`config.mk`:
```
export PLATFORM = sky130hd
export DESIGN_NAME = stim_check_seq_flat
export DESIGN_NICKNAME = d
export VERILOG_FILES = /design/src/rtl/stim_check_seq_if.sv /design/src/rtl/stim_check_seq.sv /design/src/flat_wrapper.sv
export SDC_FILE = /design/constraint.sdc
export NUM_CORES = 1
export LEC_CHECK = 0
export BUFFER_PORTS_ARGS = -buffer_cell sky130_fd_sc_hd__buf_2
export CAP_MARGIN = 20
export CORE_ASPECT_RATIO = 0.8
export CORE_UTILIZATION = 50
export CTS_BUF_LIST = sky130_fd_sc_hd__clkbuf_8
export DETAILED_ROUTE_END_ITERATION = 8
export PLACE_DENSITY = 0.74
export SLEW_MARGIN = 40
export SYNTH_ARGS = -nofsm -noshare
export SYNTH_HDL_FRONTEND = slang
export SYNTH_SLANG_ARGS = --single-unit
```
`constraint.sdc`:
```
create_clock -name clk -period 2.22 [get_ports clk]
set_input_delay 0.111 -clock clk [delete_from_list [all_inputs] [get_ports clk]]
set_output_delay 0.111 -clock clk [all_outputs]
set_load 0.01 [all_outputs]
```
`src/rtl/stim_check_seq_if.sv`:
```
// stim_check_seq_if: groups the run control, status and DUT-facing stimulus/response
// signals of stim_check_seq. The first-error capture signals exist only when the
// STIM_CHECK_FIRST_ERR_EN macro is defined.
interface stim_check_seq_if #(
  parameter int WIDTH = 1
);
  logic             start;
  logic             stop;
  logic [WIDTH-1:0] dut_d;
  logic [WIDTH-1:0] dut_q;
  logic             busy;
  logic             done;
  logic             pass;
  logic [15:0]      err_cnt;
  logic [7:0]       vec_idx;
`ifdef STIM_CHECK_FIRST_ERR_EN
  logic             first_err_valid;
  logic [7:0]       first_err_idx;
  logic [WIDTH-1:0] first_err_q;
`endif

  // sequencer side: drives stimulus and status, receives control and response
  modport master (
    input  start, stop, dut_q,
    output dut_d, busy, done, pass, err_cnt, vec_idx
`ifdef STIM_CHECK_FIRST_ERR_EN
    , output first_err_valid, first_err_idx, first_err_q
`endif
  );

  // environment side: issues start/stop, returns the DUT response, observes status
  modport slave (
    output start, stop, dut_q,
    input  dut_d, busy, done, pass, err_cnt, vec_idx
`ifdef STIM_CHECK_FIRST_ERR_EN
    , input first_err_valid, first_err_idx, first_err_q
`endif
  );
endinterface

```
`src/rtl/stim_check_seq.sv`:
```
// stim_check_seq: drives a fixed table of stimulus vectors onto a DUT and checks the
// response LATENCY edges later against the vector (or its inverse). Optional
// first-error capture is compiled in with the STIM_CHECK_FIRST_ERR_EN macro.
module stim_check_seq #(
  parameter int                       WIDTH   = 1,
  parameter int                       NUM_VEC = 9,
  parameter logic [NUM_VEC*WIDTH-1:0] PATTERN = 9'b000100110,
  parameter int                       LATENCY = 1,
  parameter bit                       EXP_INV = 1'b0,
  parameter bit                       LOOP    = 1'b0
) (
  input logic              clk,
  input logic              rst,
  stim_check_seq_if.master bus
);

  typedef enum logic [1:0] {
    ST_IDLE  = 2'd0,
    ST_RUN   = 2'd1,
    ST_DRAIN = 2'd2,
    ST_DONE  = 2'd3
  } state_t;

  localparam logic [7:0] LAST_IDX   = 8'(NUM_VEC - 1);
  localparam logic [3:0] DRAIN_LAST = 4'(LATENCY);

  // Vector k of the stimulus table.
  function automatic logic [WIDTH-1:0] vec_at(input logic [7:0] k);
    return PATTERN[int'(k)*WIDTH +: WIDTH];
  endfunction

  // Response the DUT is expected to return for a given stimulus vector.
  function automatic logic [WIDTH-1:0] expect_of(input logic [WIDTH-1:0] v);
    logic [WIDTH-1:0] e;
    if (EXP_INV) begin
      e = ~v;
    end else begin
      e = v;
    end
    return e;
  endfunction

  state_t           state_r, state_s;
  logic [3:0]       drain_cnt_r, drain_cnt_s;
  logic             start_s;
  logic             load_s;
  logic [7:0]       load_idx_s;
  logic [WIDTH-1:0] dut_d_r;
  logic [7:0]       vec_idx_r;
  logic [15:0]      err_cnt_r, err_cnt_s;
  logic             busy_r, done_r, pass_r;
  logic [LATENCY:0] pipe_vld_r;
  logic [WIDTH-1:0] pipe_exp_r [0:LATENCY];
  logic             mismatch_s;

  assign start_s    = bus.start && ((state_r == ST_IDLE) || (state_r == ST_DONE));
  assign mismatch_s = pipe_vld_r[LATENCY] && (bus.dut_q != pipe_exp_r[LATENCY]);

  // State and drain-counter registers.
  always_ff @(posedge clk) begin
    if (rst) begin
      state_r     <= ST_IDLE;
      drain_cnt_r <= 4'd0;
    end else begin
      state_r     <= state_s;
      drain_cnt_r <= drain_cnt_s;
    end
  end

  // Next state, and which vector (if any) is loaded onto dut_d at this edge.
  always_comb begin
    state_s     = state_r;
    load_s      = 1'b0;
    load_idx_s  = vec_idx_r;
    drain_cnt_s = drain_cnt_r;
    case (state_r)
      ST_IDLE, ST_DONE: begin
        if (start_s) begin
          state_s    = ST_RUN;
          load_s     = 1'b1;
          load_idx_s = 8'd0;
        end else begin
          state_s = state_r;
        end
      end
      ST_RUN: begin
        drain_cnt_s = 4'd0;
        if (LOOP && bus.stop) begin
          // stop wins over wrap; dut_d freezes on the current vector
          state_s = ST_DRAIN;
        end else if (vec_idx_r == LAST_IDX) begin
          if (LOOP) begin
            load_s     = 1'b1;
            load_idx_s = 8'd0;
          end else begin
            state_s = ST_DRAIN;
          end
        end else begin
          load_s     = 1'b1;
          load_idx_s = vec_idx_r + 8'd1;
        end
      end
      ST_DRAIN: begin
        if (drain_cnt_r == DRAIN_LAST) begin
          state_s = ST_DONE;
        end else begin
          drain_cnt_s = drain_cnt_r + 4'd1;
        end
      end
      default: begin
        state_s = ST_IDLE;
      end
    endcase
  end

  // Error counter: cleared by start, saturating increment on each mismatch.
  always_comb begin
    err_cnt_s = err_cnt_r;
    if (start_s) begin
      err_cnt_s = 16'd0;
    end else if (mismatch_s && (err_cnt_r != 16'hFFFF)) begin
      err_cnt_s = err_cnt_r + 16'd1;
    end else begin
      err_cnt_s = err_cnt_r;
    end
  end

  // Registered stimulus and status outputs.
  always_ff @(posedge clk) begin
    if (rst) begin
      dut_d_r   <= '0;
      vec_idx_r <= 8'd0;
      err_cnt_r <= 16'd0;
      busy_r    <= 1'b0;
      done_r    <= 1'b0;
      pass_r    <= 1'b0;
    end else begin
      if (load_s) begin
        dut_d_r   <= vec_at(load_idx_s);
        vec_idx_r <= load_idx_s;
      end
      err_cnt_r <= err_cnt_s;
      busy_r    <= (state_s == ST_RUN) || (state_s == ST_DRAIN);
      done_r    <= (state_s == ST_DONE);
      pass_r    <= (state_s == ST_DONE) && (err_cnt_s == 16'd0);
    end
  end

  // Valid tags of the compare pipeline; a tag enters whenever a vector is loaded.
  always_ff @(posedge clk) begin
    if (rst) begin
      pipe_vld_r <= '0;
    end else begin
      pipe_vld_r[0] <= load_s;
      for (int i = 1; i <= LATENCY; i++) begin
        pipe_vld_r[i] <= pipe_vld_r[i-1];
      end
    end
  end

  // Expected-response payload travelling alongside the valid tags.
  always_ff @(posedge clk) begin
    pipe_exp_r[0] <= expect_of(vec_at(load_idx_s));
    for (int i = 1; i <= LATENCY; i++) begin
      pipe_exp_r[i] <= pipe_exp_r[i-1];
    end
  end

  assign bus.dut_d   = dut_d_r;
  assign bus.vec_idx = vec_idx_r;
  assign bus.err_cnt = err_cnt_r;
  assign bus.busy    = busy_r;
  assign bus.done    = done_r;
  assign bus.pass    = pass_r;

`ifdef STIM_CHECK_FIRST_ERR_EN
  logic [7:0]       pipe_idx_r [0:LATENCY];
  logic             first_err_valid_r;
  logic [7:0]       first_err_idx_r;
  logic [WIDTH-1:0] first_err_q_r;

  // Vector index travelling alongside the expected value.
  always_ff @(posedge clk) begin
    pipe_idx_r[0] <= load_idx_s;
    for (int i = 1; i <= LATENCY; i++) begin
      pipe_idx_r[i] <= pipe_idx_r[i-1];
    end
  end

  // Capture index and response of the first mismatch since start.
  always_ff @(posedge clk) begin
    if (rst) begin
      first_err_valid_r <= 1'b0;
      first_err_idx_r   <= 8'd0;
      first_err_q_r     <= '0;
    end else if (start_s) begin
      first_err_valid_r <= 1'b0;
      first_err_idx_r   <= 8'd0;
      first_err_q_r     <= '0;
    end else if (mismatch_s && !first_err_valid_r) begin
      first_err_valid_r <= 1'b1;
      first_err_idx_r   <= pipe_idx_r[LATENCY];
      first_err_q_r     <= bus.dut_q;
    end
  end

  assign bus.first_err_valid = first_err_valid_r;
  assign bus.first_err_idx   = first_err_idx_r;
  assign bus.first_err_q     = first_err_q_r;
`endif

endmodule

```
`src/flat_wrapper.sv`:
```
// flat-port wrapper written by rule: the top's interface ports become plain ports
module stim_check_seq_flat 
#(
  parameter int                       WIDTH   = 1,
  parameter int                       NUM_VEC = 9,
  parameter logic [NUM_VEC*WIDTH-1:0] PATTERN = 9'b000100110,
  parameter int                       LATENCY = 1,
  parameter bit                       EXP_INV = 1'b0,
  parameter bit                       LOOP    = 1'b0
)
  (clk, rst, bus_start, bus_stop, bus_dut_q, bus_dut_d, bus_busy, bus_done, bus_pass, bus_err_cnt, bus_vec_idx);
  stim_check_seq_if #(.WIDTH(WIDTH)) bus_i ();
  input logic clk;
  input logic rst;
  input wire logic [$bits(bus_i.start)-1:0] bus_start;
  input wire logic [$bits(bus_i.stop)-1:0] bus_stop;
  input wire logic [$bits(bus_i.dut_q)-1:0] bus_dut_q;
  output wire logic [$bits(bus_i.dut_d)-1:0] bus_dut_d;
  output wire logic [$bits(bus_i.busy)-1:0] bus_busy;
  output wire logic [$bits(bus_i.done)-1:0] bus_done;
  output wire logic [$bits(bus_i.pass)-1:0] bus_pass;
  output wire logic [$bits(bus_i.err_cnt)-1:0] bus_err_cnt;
  output wire logic [$bits(bus_i.vec_idx)-1:0] bus_vec_idx;
  assign bus_i.start = bus_start;
  assign bus_i.stop = bus_stop;
  assign bus_i.dut_q = bus_dut_q;
  assign bus_dut_d = bus_i.dut_d;
  assign bus_busy = bus_i.busy;
  assign bus_done = bus_i.done;
  assign bus_pass = bus_i.pass;
  assign bus_err_cnt = bus_i.err_cnt;
  assign bus_vec_idx = bus_i.vec_idx;
  stim_check_seq #(.WIDTH(WIDTH), .NUM_VEC(NUM_VEC), .PATTERN(PATTERN), .LATENCY(LATENCY), .EXP_INV(EXP_INV), .LOOP(LOOP)) u_core (.clk(clk), .rst(rst), .bus(bus_i));
endmodule
```
==> results.json <==
{
  "r2r-end": "u_core.bus.pass",
  "grt.total_usage_pct": 23.7,
  "wl_um": 5380,
  "rsz0062_at_grt": "true",
  "routedWlPerCell_um": 14.0,
  "first_pass_iters": 5,
  "drv_slew": 0,
  "grt-ovfl-total": 0,
  "die_area_mm2": 0.00487,
  "hold_viol_final": 0,
  "ys_seq_area_share_pct": 33.1,
  "cp-start-kind": "flop",
  "die_w_um": 77.8,
  "via_per_inst": 5.65,
  "synthFlopType": "dfxtp_1",
  "tns_ns": 0,
  "gp_congestion": 0.919,
  "yosysUniqueCellTypes": 71,
  "period_minus_slack_ns": 2.18,
  "cts_tree": "yes",
  "r2r_cells": 10,
  "end_kind": "flop",
  "drive_gt1_share_pct": 29.4,
  "ant_nets": 0,
  "slew_headroom_pct": 54.9,
  "synth-edff-count": 0,
  "place_area_mm2": 0.00267,
  "timing.rr.start": "u_core.bus.vec_idx[0]",
  "syn_area_mm2": 0.00230,
  "initial_core_util_pct": 53.6,
  "syn_to_final_growth_pct": 21.6,
  "synth_area_per_cell_um2": 8.45,
  "hold_path.class": "input pin to flop",
  "clkTransAtPathRegs_ns": 0.07,
  "path_max_fanout": 3,
  "finalSetupViolations": 0,
  "numCtsBuffers": 5,
  "hold_depth": 3,
  "vias": 2163,
  "hpwl_um": 4060,
  "worst_path_largest_cell_delay_ns": 0.48,
  "hold_buffers": 0,
  "async_flop_share_pct": 0,
  "clk_latency_ns": 0.29,
  "core_mm2": 0.00428,
  "finalCritPeriodShare_pct": 98.3,
  "fin_area_mm2": 0.00279,
  "cp.required_ns": 2.39,
  "final_nets": 338,
  "regToRegSetupSlack_ns": 0.04,
  "cts_sinks": 38,
  "synthesis.nets": 285,
  "yosys_warnings": 0,
  "outcome": "finished, final reports clean",
  "drc": 0,
  "grt_pass1_vias": 1967,
  "power_density_mw_per_mm2": 596,
  "synth_seq_cells": 38,
  "arrival_ns": 2.35,
  "cap_violations": 0,
  "vdd_drop_max_uv": 461,
  "grt_pass1_wl_um": 9200,
  "htreeDepth": 2,
  "synthCells": 272,
  "io_buffers": 31,
  "clockBufferDepth": 2,
  "clock_skew_ns": 0.00821,
  "cts_root_buf": "clkbuf_8",
  "die_y_um": 62.6,
  "fmax_mhz": 458,
  "worst-setup-path-type": "flop to flop",
  "antenna_cells": 0,
  "crit_family": "simple AND/OR/NAND/NOR gates",
  "antenna_found_initial": 0,
  "worstHoldStart": "bus_start",
  "min_to": "u_core.bus.err_cnt[15]",
  "io_pins": 33,
  "rows": 21,
  "cp_slowest_cell": "or4b_4",
  "tightest_slew_ns": 0.673,
  "drt_iter0_drc": 82,
  "p_leak_nw": 1.18,
  "grt_max_degree": 27,
  "worst-path-buf-inv": 1,
  "path_cells": "inv_1 > ha_2 > or4b_4 > o21ai_2 > nand2_1 > o32a_1 > ha_1 > and2b_2 > nand3_1 > nor4_2"
}
-- cell families after synthesis --
family          share of synthesized area (%)
xor+xnor                                 3.81
flops                                    33.1
compound gates                           21.5
fa+ha+maj                                4.36
simple gates                             30.3
buf+inv                                  4.74
mux                                      2.18
-- placed cells by master (no fill, tap or decap), types with 3 or more instances in the layout --
cell / n
dfxtp_1: 38
nor2_1: 33
buf_2: 31
buf_4: 25
nand3_1: 15
inv_1: 15
nand2_1: 14
a21oi_1: 11
o21ai_0: 8
nor2b_1: 7
a211oi_1: 7
xnor2_1: 7
ha_1: 7
clkbuf_8: 6
o21ai_1: 5
mux2i_1: 5
nor4_1: 5
nor3_1: 5
nand2b_1: 4
a21o_1: 3
nor2_2: 3
nor4_2: 3
nand4_1: 3
xor2_1: 3
-- cell type report --
cell class | instances | area, µm²
multi-input cells | 209 | 1460
clock buffers | 6 | 82.6
repair buffers | 57 | 363
well taps | 57 | 71.3
inverters | 14 | 52.6
fillers | 350 | 1490
flip-flops and latches | 38 | 761
clock inverters | 2 | 8.76
-- layer usage --
metal	part of all wire (%)	global-route usage [%]	vias to the layer above
met3	3.6	4.53	4
met1	51	33.7	1024
li1	-	-	1102
met5	0	0	-
met4	0.78	8.96	0
met2	45	35.3	33
-- stage by stage --
step / power (W) / instances / utilization, % / setup slack (ns) / hold slack, ns
floorplan: 0.00104 / 272 / - / 0.0406 / 0.310
global placement: 0.00115 / 374 / 62.3 / 0.113 / 0.320
detailed placement: 0.00117 / 374 / 62.3 / 0.0442 / 0.328
CTS: 0.00166 / 382 / 64.4 / 0.0244 / 0.242
global route: 0.00176 / 383 / 65.2 / -0.0460 / 0.287
finish: 0.00166 / 383 / 65.2 / 0.0380 / 0.269
-- cell usage after synthesis (2+ instances only) --
cell / number / area, µm²
a211oi_1: 8 / 60.1
a21o_1: 3 / 22.5
a21oi_1: 12 / 60.1
a22oi_1: 2 / 15.0
a311oi_1: 2 / 17.5
a31oi_1: 2 / 12.5
a41oi_1: 2 / 17.5
and2_1: 2 / 12.5
and3_1: 2 / 12.5
buf_2: 3 / 15.0
clkbuf_1: 5 / 18.8
dfxtp_1: 38 / 761
ha_1: 8 / 100
inv_1: 14 / 52.6
mux2i_1: 5 / 50.1
nand2_1: 14 / 52.6
nand2b_1: 4 / 25.0
nand3_1: 15 / 75.1
nand4_1: 3 / 18.8
nor2_1: 34 / 128
nor2_2: 2 / 12.5
nor2b_1: 8 / 50.1
nor3_1: 5 / 25.0
nor3b_1: 2 / 15.0
nor4_1: 5 / 31.3
nor4_2: 3 / 37.5
o21a_1: 2 / 15.0
o21ai_0: 9 / 45.0
o21ai_1: 4 / 20.0
o31a_1: 2 / 17.5
o31ai_1: 2 / 15.0
or2_2: 2 / 12.5
or3_1: 2 / 12.5
xnor2_1: 7 / 61.3
xor2_1: 3 / 26.3
-- worst max path at each step --
stage,startpoint,to,slack (ns),cells past startpoint
floorplan,u_core.bus.err_cnt[0],u_core.bus.pass,0.04,7
global placement,u_core.bus.vec_idx[0],u_core.bus.pass,0.11,10
detailed placement,u_core.bus.vec_idx[0],u_core.bus.pass,0.04,10
CTS,u_core.bus.vec_idx[0],u_core.bus.pass,0.02,10
global route,u_core.bus.vec_idx[0],u_core.bus.pass,-0.05,10
finish,u_core.bus.vec_idx[0],u_core.bus.pass,0.04,10
-- sequential cells by signal (all words and copies together), names as in the netlist, named ones only --
name / count
u_core.bus.dut_d: 1
u_core.state_r: 2
u_core.pipe_exp_r: 2
u_core.bus.vec_idx: 6
u_core.bus.done: 1
u_core.bus.err_cnt: 16
u_core.bus.pass: 1
u_core.drain_cnt_r: 4
u_core.pipe_vld_r: 2
u_core.bus.busy: 1
-- worst min-delay path: stages --
cell	delay (ns)
buf_2	0.11
and2_2	0.22
a211oi_1	0.06
-- power breakdown --
group / switching, W / total [W] / internal [W] / leakage (nW)
sequential: 0.0000281 / 0.000755 / 0.000727 / 0.309
combinational: 0.000244 / 0.000420 / 0.000176 / 0.818
clock: 0.000242 / 0.000488 / 0.000246 / 0.0524
-- timing repair --
action / in CTS / in global routing
resized for setup: 0 / 8
setup endpoints to repair: 0 / 8
setup buffers: 0 / 1
Note: power is estimated with default switching activity, not from simulation.
